[src/rtl/upsample_2x.sv]
// upsample_2x: 2x2 nearest-neighbour upsampler for fp16 pixel streams.
// One input row of IMG_W pixels is buffered, then replayed as two output
// rows of 2*IMG_W pixels each, with row-last and frame-last flags.
// Build option: define UPSAMPLE_ZERO_FILL_EN for max-unpooling mode, where
// only the top-left position of each 2x2 block carries the pixel and the
// other three positions are zero. Timing and flags do not change.
module upsample_2x #(
  parameter int IMG_W = 4,
  parameter int IMG_H = 4
) (
  input  logic        clk,
  input  logic        rst,
  input  logic        in_valid,
  output logic        in_ready,
  input  logic [15:0] in_data,
  output logic        out_valid,
  input  logic        out_ready,
  output logic [15:0] out_data,
  output logic        out_row_last,
  output logic        out_frame_last
);

  localparam int IW = $clog2(IMG_W);
  localparam int OW = IW + 1;
  localparam int RW = (IMG_H > 1) ? $clog2(IMG_H) : 1;

  localparam logic [IW-1:0] IC_LAST  = IW'(IMG_W - 1);
  localparam logic [OW-1:0] OC_LAST  = OW'(2 * IMG_W - 1);
  localparam logic [RW-1:0] ROW_LAST = RW'(IMG_H - 1);

  typedef enum logic {
    LOAD = 1'b0,
    EMIT = 1'b1
  } state_e;

  state_e         state_q;
  logic [IW-1:0]  ic_q;
  logic [OW-1:0]  oc_q;
  logic           rep_q;
  logic [RW-1:0]  row_q;
  logic           in_ready_q;
  logic           out_valid_q;
  logic [15:0]    out_data_q;
  logic           row_last_q;
  logic           frame_last_q;

  logic [15:0]    row_buf_q [IMG_W];

  logic [OW-1:0]  oc_d;
  logic           rep_d;
  logic [15:0]    pix_d;

  logic           in_fire;
  logic           out_fire;

  assign in_fire  = in_valid && in_ready_q;
  assign out_fire = out_valid_q && out_ready;

  assign in_ready       = in_ready_q;
  assign out_valid      = out_valid_q;
  assign out_data       = out_data_q;
  assign out_row_last   = row_last_q;
  assign out_frame_last = frame_last_q;

  // Row buffer: written only while loading; never read before it is refilled.
  // NOTE: storage arrays carry no reset; the FSM guarantees every entry is
  // rewritten before it is read, so a reset would only add fan-out.
  always_ff @(posedge clk) begin
    if (state_q == LOAD && in_fire) begin
      row_buf_q[ic_q] <= in_data;
    end
  end

  // Next output position and the pixel that belongs there.
  // NOTE: every combinational output gets a default first, so no path can
  // leave it unassigned and infer a latch.
  always_comb begin
    oc_d  = oc_q + 1'b1;
    rep_d = rep_q;
    if (oc_q == OC_LAST) begin
      oc_d  = '0;
      rep_d = ~rep_q;
    end
    pix_d = row_buf_q[oc_d[OW-1:1]];
`ifdef UPSAMPLE_ZERO_FILL_EN
    if (rep_d || oc_d[0]) begin
      pix_d = 16'h0000;
    end
`endif
  end

  // Control FSM with registered handshake, data and flag outputs.
  // NOTE: sequential state uses non-blocking assignments only, so every
  // register sees the pre-edge values of the others.
  always_ff @(posedge clk or posedge rst) begin
    if (rst) begin
      state_q      <= LOAD;
      ic_q         <= '0;
      oc_q         <= '0;
      rep_q        <= 1'b0;
      row_q        <= '0;
      in_ready_q   <= 1'b0;
      out_valid_q  <= 1'b0;
      out_data_q   <= 16'h0000;
      row_last_q   <= 1'b0;
      frame_last_q <= 1'b0;
    end else begin
      case (state_q)
        LOAD: begin
          in_ready_q <= 1'b1;
          if (in_fire) begin
            if (ic_q == IC_LAST) begin
              // Row complete: first output beat is column 0, repeat 0.
              ic_q         <= '0;
              state_q      <= EMIT;
              in_ready_q   <= 1'b0;
              out_valid_q  <= 1'b1;
              oc_q         <= '0;
              rep_q        <= 1'b0;
              out_data_q   <= row_buf_q[0];
              row_last_q   <= 1'b0;
              frame_last_q <= 1'b0;
            end else begin
              ic_q <= ic_q + 1'b1;
            end
          end
        end
        EMIT: begin
          if (out_fire) begin
            if (oc_q == OC_LAST && rep_q) begin
              // Second copy of the row is out: back to loading.
              state_q      <= LOAD;
              in_ready_q   <= 1'b1;
              out_valid_q  <= 1'b0;
              oc_q         <= '0;
              rep_q        <= 1'b0;
              out_data_q   <= 16'h0000;
              row_last_q   <= 1'b0;
              frame_last_q <= 1'b0;
              row_q        <= (row_q == ROW_LAST) ? '0 : row_q + 1'b1;
            end else begin
              oc_q         <= oc_d;
              rep_q        <= rep_d;
              out_data_q   <= pix_d;
              row_last_q   <= (oc_d == OC_LAST);
              frame_last_q <= (oc_d == OC_LAST) && rep_d && (row_q == ROW_LAST);
            end
          end
        end
        default: begin
          state_q <= LOAD;
        end
      endcase
    end
  end

endmodule
[config.mk]
export PLATFORM = sky130hd
export DESIGN_NAME = upsample_2x
export DESIGN_NICKNAME = d
export VERILOG_FILES = /design/src/rtl/upsample_2x.sv
export SDC_FILE = /design/constraint.sdc
export NUM_CORES = 1
export LEC_CHECK = 0
export ABC_AREA = 1
export CAP_MARGIN = 20
export CORE_ASPECT_RATIO = 0.7
export CORE_MARGIN = 4
export CORE_UTILIZATION = 55
export CTS_CLUSTER_SIZE = 24
export DETAILED_ROUTE_END_ITERATION = 7
export PLACE_DENSITY = 0.87
export RECOVER_POWER = 50
export SLEW_MARGIN = 10
export SYNTH_ARGS = -nofsm -noshare
export SYNTH_HDL_FRONTEND = slang
export SYNTH_SLANG_ARGS = --single-unit
[constraint.sdc]
create_clock -name clk -period 4.6 [get_ports clk]
set_clock_uncertainty 0.05 [all_clocks]
set_input_delay 0.92 -clock clk [delete_from_list [all_inputs] [get_ports clk]]
set_output_delay 0.92 -clock clk [all_outputs]
set_load 0.02 [all_outputs]
Word level (Yosys, flattened, before mapping)
Memories as Yosys holds them, arrays and structs flattened.
Index checks and enable logic that the tools add are counted.

operators by class
  add/sub/neg operators = 3
  equality and inequality tests = 8
  multiplexer cells = 42
  bitwise gates (word level) = 2
  reductions and logical operators = 11

operators with widths
  kind                   number
  $mux W16               4
  $pmux W16 S2           1
  $mux W1                23
  $mux W3                5
  $pmux W1 S2            6
  $eq A3 B3 Y1 const B   2
  $logic_and A1 B1 Y1    6
  $ne A2 B1 Y1 const B   3
  $pmux W3 S2            1
  $reduce_and A3 Y1      2
  $add A2 B1 Y2 const B  2
  $eq A2 B2 Y1 const B   2
  $mux W2                2
  $reduce_and A2 Y1      2
  $reduce_and A4 Y1      1
  $add A3 B1 Y3 const B  1
  $ne A2 B2 Y1 const B   1
  $not A1 Y1             2

storage, ports and cells
  register bits after elaboration = 29
  RAM bits = 64
  bits of input ports = 20
  output and inout port bits = 20
  logic and storage cells = 77
  memories = 1

memory list
  name       words  width  rd ports  clocked after Yosys merged registers in  write ports  line  RTL
  row_buf_q  4      16     2         0                                        1            47    logic [15:0] row_buf_q [IMG_W];

Depth between registers and ports, before layout
  depth after elaboration = 8
  gate-level depth with buffers = 10
  depth with buffers taken out = 8

Least setup slack after synthesis
OpenSTA, ideal clock, no wires.

  kind = input port to flip-flop
  start = input in_valid
  end = memory row_buf_q[0][0], enable pin
  library setup time = 0.389 ns
  arrival time = 1.910 ns
  required time = 4.161 ns
  path slack = 2.251 ns
  stages = 4
  path buffers = 0
  cell sequence = nand2_1 nor2_4 inv_1 nor2_1

between the ends
  word-level cells in the longest chain between the ends = 4

ends and longest elaborated chain
  item                           line  RTL
  start: declaration             13    input logic in_valid,
  $logic_and A1 B1 Y1            56    assign in_fire = in_valid && in_ready_q;
  $logic_and A1 B1 Y1            69    if (state_q == LOAD && in_fire) begin
  $mux W1                        69
  $mux W1 (not written as such)  70    row_buf_q[ic_q] <= in_data;
  end: declaration               47

Every way passes these cells.

Worst setup path in the final report
  start = input in_valid
  end = memory row_buf_q[1][4], enable pin

The elaborated chain is that of the path after synthesis.

==> results.sh <==
export IMPL_slowest_stage="clkbuf_1"
export IMPL_drtIter0Drc=199
export IMPL_clk_pin_slew_ps=90
export IMPL_end_kind="register"
export IMPL_clock_sinks=93
export IMPL_worst_path_buf_inv=3
export IMPL_ir_drop_mv=0.201
export IMPL_rsz0062_at_grt="no"
export IMPL_drc=0
export IMPL_synth_area_um2=3990
export IMPL_gp_congestion=0.760
export IMPL_synth_edff_count=64
export IMPL_grt_overflow_total=0
export IMPL_cp_start_kind="input port"
export IMPL_cts_buffers=9
export IMPL_synth_ff_type="edfxtp_1"
export IMPL_wl_per_cell_um=15.1
export IMPL_start_util_pct=57.9
export IMPL_dp_hpwl_um=4980
export IMPL_hp_class="reg -> reg"
export IMPL_status="complete, no violations"
export IMPL_area_delta_synth_final_pct=15.9
export IMPL_io_buffers=39
export IMPL_crit_required_ps=4520
export IMPL_finalCritPeriodShare_pct=62.2
export IMPL_fp_dieArea_um2=8700
export IMPL_fp_coreArea_um2=6880
export IMPL_hold_violations=0
export IMPL_seq_area_frac_synth_pct=66.4
export IMPL_root_buffer="clkbuf_8"
export IMPL_period_needed_ps=2860
export IMPL_cts_repair_resized=0
export IMPL_syn_inst=380
export IMPL_vias=2703
export IMPL_p_leak_uw=0.00198
export IMPL_max_freq_mhz=350
export IMPL_grt_max_degree=48
export IMPL_fin_nets=450
export IMPL_maxSlewViolCount=0
export IMPL_slowest_delay_ps=800
export IMPL_cts_path_max_buffers=2
export IMPL_grt_pass1_vias=2735
export IMPL_drive_gt1_share_pct=7.28
export IMPL_clock_latency_ps=360
export IMPL_wl_um=7860
export IMPL_vias_per_cell=5.20
export IMPL_path_cells="dlygate4sd3_1, nand2_1, nor2_1, inv_1, nor2_1, clkbuf_1"
export IMPL_grtUsageTotal_pct=19.8
export IMPL_crit_type="in -> reg"
export IMPL_post_synth_num_cell_types=21
export IMPL_dpl_worst_slack_ps=1680
export IMPL_crit_arrival_ps=2780
export IMPL_antenna_cells=0
export IMPL_drtPass1Iterations=4
export IMPL_max_cap_viol_count=0
export IMPL_worst_pin_slew_ps=1080
export IMPL_synth_async_reset_ratio_pct=31.2
export IMPL_critPathMaxFanout=16
export IMPL_cts_tree="done"
export IMPL_setup_viol=0
export IMPL_htree_levels=3
export IMPL_ant_nets=0
export IMPL_avgSynthCellArea_um2=10.5
export IMPL_die_w_um=110
export IMPL_synth_most_common_cell="nand2_1"
export IMPL_power_density_nw_per_um2=312
export IMPL_row_count=25
export IMPL_setup_tns_final_ps=0
export IMPL_cp_top_family="buffers and inverters"
export IMPL_ys_seq_elements=93
export IMPL_grt_pass1_wl_um=12900
export IMPL_syn_nets=409
export IMPL_relSlewSlack_pct=28.3
export IMPL_hold_buffers=0
export IMPL_yosysWarnings=0
export IMPL_fin_ws_ps=1740
export IMPL_synth_top_cell_by_area="edfxtp_1"
export IMPL_post_cts_setup_buffers=0
export IMPL_ys_top_cells_by_count="nand2_1, edfxtp_1, nor2_1, inv_1, o21ai_0"
export IMPL_antenna_found_initial=0
export IMPL_die_h_um=79.2
export IMPL_synth_top_cells_by_area="edfxtp_1, dfrtp_1, nand2_1"
export IMPL_pin_count=40
export IMPL_cpMostUsedCell="nor2_1"
export IMPL_synth_top_cell_area_share_pct=48.2
[logic make-up (layout without fill, tap and decap cells)]
logic type	after synthesis	after routing	synth area share, %
AO/OA/AOI/OAI	39	39	4.96
adder cells (fa/ha/maj)	9	9	2.82
buffers and inverters	51	97	5.68
flip-flops	93	93	66.4
AND/OR/NAND/NOR	188	188	20.1
[through the flow]
stage          hold WS [ps]  util (%)  power, uW  instances  instance area (um^2)
2_1_floorplan           398         -        917        380                  3990
3_3_place_gp            414      64.5        941        503                  4440
3_5_place_dp            428      64.9        945        504                  4470
4_1_cts                 452      67.7       1460        520                  4660
5_1_grt                 480      67.2       1490        520                  4620
6_report                449      67.2       1440        520                  4620
[layout by cell type, fill, tap and decap left out]
| cell | netlist | routed |
|---|---|---|
| clkinv_1 | 1 | 1 |
| dlygate4sd3_1 | 0 | 19 |
| inv_4 | 1 | 1 |
| edfxtp_1 | 64 | 64 |
| nor3_4 | 1 | 1 |
| ha_1 | 9 | 9 |
| o21a_1 | 1 | 1 |
| o21ai_0 | 30 | 30 |
| inv_1 | 34 | 34 |
| clkbuf_8 | 0 | 10 |
| nand3_2 | 9 | 9 |
| clkbuf_1 | 2 | 2 |
| inv_8 | 0 | 1 |
| o21ai_1 | 6 | 6 |
| nand2_1 | 107 | 107 |
| clkinvlp_4 | 0 | 2 |
| dfrtp_1 | 29 | 29 |
| nand3_1 | 17 | 17 |
| buf_4 | 2 | 3 |
| nor2_1 | 53 | 54 |
| inv_2 | 1 | 1 |
| inv_6 | 0 | 3 |
| a21oi_1 | 2 | 2 |
| clkdlybuf4s50_1 | 0 | 20 |
[metal layers]
metal	vias to the layer above	global-route usage [%]	part of all wire [%]
met5	-	0	0
met4	0	6.72	1.4
met3	11	5.28	7.9
met2	93	33.4	49
met1	1277	24.7	42
li1	1322	-	-
[path summary, 6_finish.rpt]
| kind | start | end | slack, ps | cells past startpoint |
|---|---|---|---|---|
| min reg2reg | out_frame_last | out_frame_last | 450 | 2 |
| max | in_valid | row_buf_q[1][4] | 1740 | 6 |
| max in group asynchronous | rst | out_data[1] | 2170 | 3 |
| min in group asynchronous | rst | out_data[9] | 980 | 2 |
| min | out_frame_last | out_frame_last | 450 | 2 |
| max reg2reg | oc_q[0] | out_data[15] | 2100 | 8 |
[report_power, final]
| part | internal [uW] | switching, uW | leakage (uW) | total, uW |
|---|---|---|---|---|
| Clock | 221 | 303 | 0.0000918 | 524 |
| Combinational | 11.2 | 13.6 | 0.000926 | 24.9 |
| Sequential | 895 | 0 | 0.000959 | 895 |
[layout make-up]
type,instances,area [um^2]
Sequential cell,93,2650
Clock inverter,6,52.6
Multi-Input combinational cell,236,1110
Inverter,37,141
Timing Repair Buffer,44,420
Clock buffer,10,138
Fill cell,527,2260
Tap cell,94,118
[worst reg2reg max path, cell delays in order, from the launching register on]
cell and delay (ps):
dfrtp_1 400, inv_1 80, ha_1 270, buf_4 390
clkinv_1 630, nor2_1 310, o21ai_0 130, nand2_1 80
nand3_2 60
[state kept, by name (all words and copies together) (netlist names), 2 cells and up]
name / cells
out_data: 16
oc_q: 3
row_buf_q: 64
ic_q: 2
row_q: 2
(Power assumes the default switching activity.)
